===== config.mk =====
export PLATFORM = sky130hd
export DESIGN_NAME = dmux_dispatch
export DESIGN_NICKNAME = d
export VERILOG_FILES = /design/src/rtl/dmux_pkg.sv /design/src/rtl/dmux_onehot.sv /design/src/rtl/dmux_dispatch.sv
export SDC_FILE = /design/constraint.sdc
export NUM_CORES = 1
export LEC_CHECK = 0
export ABC_AREA = 1
export CAP_MARGIN = 10
export CORE_MARGIN = 2
export CORE_UTILIZATION = 49
export DETAILED_ROUTE_END_ITERATION = 8
export PLACE_DENSITY = 0.89
export REMOVE_ABC_BUFFERS = 1
export SYNTH_ARGS = -nofsm -noshare
export SYNTH_HDL_FRONTEND = slang
export SYNTH_HIERARCHICAL = 1
export SYNTH_SLANG_ARGS = --single-unit
export TNS_END_PERCENT = 1

===== constraint.sdc =====
create_clock -name clk -period 3.21 [get_ports clk]
set_input_delay 0.8025 -clock clk [delete_from_list [all_inputs] [get_ports clk]]
set_output_delay 0.8025 -clock clk [all_outputs]
set_load 0.02 [all_outputs]

===== src/rtl/dmux_pkg.sv =====
// Shared encodings for the 1-to-N dispatcher.
// Imported by the dispatcher top and its one-hot decoder.
package dmux_pkg;

  typedef enum logic {
    ST_EMPTY = 1'b0,
    ST_FULL  = 1'b1
  } state_t;

  localparam logic MODE_ROTATE   = 1'b0;
  localparam logic MODE_DIRECTED = 1'b1;

  localparam int XFER_W = 16;

endpackage


===== src/rtl/dmux_onehot.sv =====
// Index-to-one-hot decoder with enable.
// Drives the per-channel valid lines of the dispatcher.
module dmux_onehot
  import dmux_pkg::*;
#(
  parameter int N    = 4,
  parameter int SELW = $clog2(N)
) (
  input  logic [SELW-1:0] sel,
  input  logic            en,
  output logic [N-1:0]    onehot
);

  always_comb begin
    onehot = '0;
    if (en) onehot[sel] = 1'b1;
  end

endmodule


===== src/rtl/dmux_dispatch.sv =====
// Registered 1-to-N dispatcher: one-entry buffer,
// round-robin or directed destination, shared data bus.
module dmux_dispatch
  import dmux_pkg::*;
#(
  parameter int WIDTH = 8,
  parameter int N     = 4,
  parameter int SELW  = $clog2(N)
) (
  input  logic              clk,
  input  logic              rst_n,
  input  logic              in_valid,
  output logic              in_ready,
  input  logic [WIDTH-1:0]  in_data,
  input  logic              in_mode,
  input  logic [SELW-1:0]   in_sel,
  output logic [N-1:0]      out_valid,
  input  logic [N-1:0]      out_ready,
  output logic [WIDTH-1:0]  out_data,
  output logic [SELW-1:0]   sel,
  output logic [XFER_W-1:0] xfer_count
);

  state_t          state;
  logic [SELW-1:0] ptr;
  logic [SELW-1:0] dest;
  logic            full;
  logic            done;
  logic            accept;
  logic            rotate;

  assign full   = (state == ST_FULL);
  assign done   = full && out_ready[sel];
  assign rotate = (in_mode == MODE_ROTATE);
  assign dest   = rotate ? ptr : in_sel;

  // Gated by rst_n so nothing is accepted while reset is held.
  assign in_ready = rst_n && (!full || out_ready[sel]);
  assign accept   = in_valid && in_ready;

  always_ff @(posedge clk or negedge rst_n) begin
    if (!rst_n) begin
      state      <= ST_EMPTY;
      ptr        <= '0;
      sel        <= '0;
      out_data   <= '0;
      xfer_count <= '0;
    end else begin
      if (accept) begin
        state    <= ST_FULL;
        out_data <= in_data;
        sel      <= dest;
        if (rotate) ptr <= ptr + 1'b1;
      end else if (done) begin
        state <= ST_EMPTY;
      end
      if (done) xfer_count <= xfer_count + 1'b1;
    end
  end

  dmux_onehot #(
    .N    (N),
    .SELW (SELW)
  ) u_onehot (
    .sel    (sel),
    .en     (full),
    .onehot (out_valid)
  );

endmodule


Word level (Yosys, flattened, before mapping)
Index checks and enable logic that the tools add are counted.
{ "totals": {"inputBits": 18, "wordCells": 26, "output_inout_bits": 31, "ff_bits": 29} }
{ "classes": {"n_lt_le_gt_ge": 2, "reduce_logical": 8, "mux": 8, "add_sub_neg": 2, "bitwise": 1} }
{ "ops": {"columns": ["cell", "n"], "rows": [
  ["$add A16 B1 Y16 const B", 1],
  ["$logic_and A1 B1 Y1", 4],
  ["$mux W1", 4],
  ["$mux W4", 1],
  ["$lt A2 B3 Y1 const B", 1],
  ["$add A2 B1 Y2 const B", 1],
  ["$bmux W1 S2", 1],
  ["$demux W1 S2", 1],
  ["$ge A2 B1 Y1 const B", 1],
  ["$mux W2", 1],
  ["$reduce_and A2 Y1", 1],
  ["$reduce_bool A2 Y1", 1],
  ["$logic_not A1 Y1", 1],
  ["$logic_or A1 B1 Y1", 1],
  ["$not A1 Y1", 1]
]} }

Longest topological paths before layout
Gate-level depths: netlist of run 1.
{ "logic_depth": {"word_depth": 6, "ltp_mapped": 10, "mapped_depth_nobuf": 9} }

Modules after synthesis
The synthesis of run 1 kept the hierarchy.
{ "by_module_without_submodules": {"columns": ["mod", "n_inst", "seq_area_each_um2", "cells_each", "area_each_um2"], "rows": [
  ["dmux_dispatch", 1, 725.7, 190, 1512.7],
  ["dmux_onehot", 1, 0.0, 8, 30.0]
]} }

Worst setup path after synthesis of run 1
No wires, ideal clock.
{ "synth_path": {"path_type": "input port to output port", "startpoint": "input out_ready[3]", "endpoint": "output in_ready", "required_ps": 2408, "slack_ps": 1057, "cell_stages": 5, "arrival_time_ps": 1350, "cell_sequence": "nand2_1 -> nand3_1 -> nand2_2 -> a21oi_2 -> buf_4"} }
{ "synth_between": {"elab_chain_len": 4} }
{ "synth_rtl": {"columns": ["item", "line", "source"], "rows": [
  ["start, declared", "dmux_dispatch.sv:18", "input logic [N-1:0] out_ready,"],
  ["$bmux W1 S2", "dmux_dispatch.sv:38", "assign in_ready = rst_n && (!full || out_ready[sel]);"],
  ["$mux W1 (implied by the code)", "dmux_dispatch.sv:38", null],
  ["$logic_or A1 B1 Y1", "dmux_dispatch.sv:38", null],
  ["$logic_and A1 B1 Y1", "dmux_dispatch.sv:38", null],
  ["end, declared", "dmux_dispatch.sv:13", "output logic in_ready,"]
]} }
No other way between the ends. The select of a mux whose other input is x is not followed.

Final worst setup path of run 1
Ends and elaborated chain as after synthesis.

==> impl_results.md, run 1 <==
- Status: finished clean
- Post-CTS setup buffer count: 0
- GRT met2 Usage: 0.348
- Starting Density: 0.510
- Slew of the pin with the lowest slew margin: around 0.5 ns
- Cell area power density: 730 mW/mm^2
- Critical path peak fanout: 3
- Syn Std Cell Area: around 0.0015 sq mm
- GR Layer Usage met3: 0.0519
- Fin Setup TNS: 0 ns
- Pwr Total: between 1.5 and 2 mW
- Top cell type's share of synthesized area: 0.470
- Fmax: roughly 320 MHz
- Total CTS buffers: 5
- Row count: 20
- IO Pins: a little under 50
- Rel. slew slack: 0.665
- DR iter-0 viols: between 40 and 50
- DIE WIDTH: 60.1 um
- GRT Util Overall: 0.208
- Yosys cell types: 25
- WL final: 3440 um
- Vias per Instance: 4.83
- Most common cell in the netlist: nand2_1
- TritonCTS clock tree: done
- Worst VDD drop: ~0.53 mV
- Core Box Area: between 0.003 and 0.004 sq mm
- Global route overflow: 0
- RSZ-0062 raised after global routing: false
- # DRC: 0
- Final min period: 3.11 ns
- EDFF count, synth: 0
- Root Driver: clkbuf_4
- Synth Register Bits: 29
- Drt wl/cell: about 12 um
- Vias in the first global route: 1284
- Setup-failing EPs final: 0
- Largest net degree at the start of global routing: 33
- Sequential area share after synthesis: 0.470
- Req. time, crit path: 2.41 ns
- PortBufs: 48
- Worst-skew pair later-pin latency: 0.33 ns
- Synth area leaders: dfrtp_1 (47%), nand2_1 (18%), nand3_1 (5.2%), inv_1 (5.1%), nor2_1 (3.4%)
- Worst-path clk slew: approximately 0.090 ns
- Peak-usage layer in the global routing report: met2
- Crit path DAT: between 2 and 2.5 ns
- Crit Path Category: in -> out
- Yosys top cell by area: dfrtp_1
- DP HPWL: ~2500 um
- Max Cap Violations: 0
- Fin area: roughly 0.0021 sq mm
- Die Span Y: 60.1 um
- DR pass1 iterations: 5
- Met1 Track Usage GR: 0.263
- Routed Antenna Nets: 0
- Fillcell total: 250
- Max-slew violation count: 0
- Antenna fix cells: 0
- Layout Area Growth over Synthesis: 37.7%
- Leakage power: around 0.97 nW
- Antenna violations before repair: 0
- Die area: around 0.0036 sq mm
- Total Nets Final: ~270
- Top FF cell, synth: dfrtp_1
- Final Hold Viols: 0
- Tcrit/Tclk final: 0.968
- CP startpoint kind: primary input
- DP Cell Count: ~290
- Clock sinks: 29
- GPL Wtd Cong: roughly 0.85
- Crit. End Element: primary output
- Top post-synthesis cells by count: nand2_1 (72), dfrtp_1 (29), inv_1 (21), nand3_1 (16), nor2_1 (14)
- Worst hold path type: reg -> reg
- Post-DP Area: a little over 0.002 sq mm
- H-tree levels: 2
- Mapped Cells: between 150 and 200
- Clk buf depth: 2
- Synth Warn #: 6
- Final Instance Count excl. Fillers: approximately 300
- Worst clock skew: 0.0135 ns
- First-pass GRT wire length: about 5500 um
- Mean Syn Cell Area: slightly below 8 sq um
- # hold bufs at CTS: 0
- Post-cts resize count: 0
- Vias: 1424
- Fraction of registers with async set/reset: 1.00
- Share of layout cells above drive strength 1: 0.0797
[per-layer routing]
metal	share of wire	up-vias
li1	-	727
met1	0.47	646
met2	0.47	47
met3	0.049	4
met4	0.010	0
met5	0	-
[registers in the layout, indices dropped and copies added (netlist names)]
name        flops
full            1
xfer_count     16
ptr             2
out_data        8
sel             2
[worst max-delay path, cell delays in order]
cell             delay [ns]
clkdlybuf4s50_1        0.45
nand2_1                0.05
nand3_1                0.09
nand2_2                0.11
a21oi_2                0.17
clkdlybuf4s50_1        0.62
[metrics by stage]
stage / hold slack [ns] / setup WS, ns / util
detailed placement: 0.465 / 0.106 / 0.679
finish: 0.486 / 0.104 / 0.702
floorplan: 0.449 / 0.924 / -
global placement: 0.462 / 0.112 / 0.679
CTS: 0.490 / 0.0954 / 0.702
global route: 0.514 / 0.0122 / 0.702
[power breakdown]
| group | internal [mW] | switching (mW) |
|---|---|---|
| combinational | 0.306 | 0.410 |
| clock | 0.127 | 0.127 |
| sequential | 0.472 | 0.108 |
[path summary, 6_finish.rpt]
| check | to | slack, ns | from | cells past startpoint |
|---|---|---|---|---|
| max in group asynchronous | xfer_count[5] | 2.02 | rst_n | 2 |
| max reg2reg | xfer_count[8] | 1.56 | sel[0] | 8 |
| max | in_ready | 0.10 | out_ready[3] | 6 |
| min reg2reg | out_data[7] | 0.49 | out_data[7] | 2 |
| min in group asynchronous | ptr[0] | 0.90 | rst_n | 2 |
| min | out_data[7] | 0.49 | out_data[7] | 2 |
[cell type report]
| class | instances | area (sq um) | share of cell area |
|---|---|---|---|
| Timing Repair Buffer | 50 | 495 | 0.233 |
| Clock buffer | 7 | 65.1 | 0.0306 |
| Tap cell | 44 | 55.1 | 0.0259 |
| Clock inverter | 1 | 5.00 | 0.00236 |
| Inverter | 21 | 78.8 | 0.0371 |
| Sequential cell | 29 | 726 | 0.342 |
| Multi-Input combinational cell | 143 | 699 | 0.329 |
[cell families (layout without fill, tap and decap cells)]
kind of cell / after synthesis / in the layout / share of synthesized area
buffers and inverters: 26 / 79 / 0.0762
flip-flops: 29 / 29 / 0.470
adder cells (fa/ha/maj): 1 / 1 / 0.00811
XOR/XNOR: 10 / 10 / 0.0568
AND/OR/NAND/NOR: 122 / 122 / 0.351
AO/OA/AOI/OAI: 10 / 10 / 0.0373
[layout by cell type (no fill, tap or decap), drive strengths merged]
cell           synthesis  routed
ha                     1       1
and2                   1       1
xor2                   5       5
inv                   21      21
clkbuf                 1       7
clkdlybuf4s50          0      48
buf                    4       2
nand3                 18      18
nor3                   4       4
a21oi                  2       2
o21ai                  8       8
nand2                 75      75
nor2                  16      16
dfrtp                 29      29
clkinv                 0       1
xnor2                  5       5
nand4                  8       8
(Power assumes the default switching activity.)
==> inputs of run 2 (changes only) <==
Settings changed: GPL_ROUTABILITY_DRIVEN from default to 0.
==> results of run 2 <==
No change in the layout: final DEF, timing and power equal those of run 1.
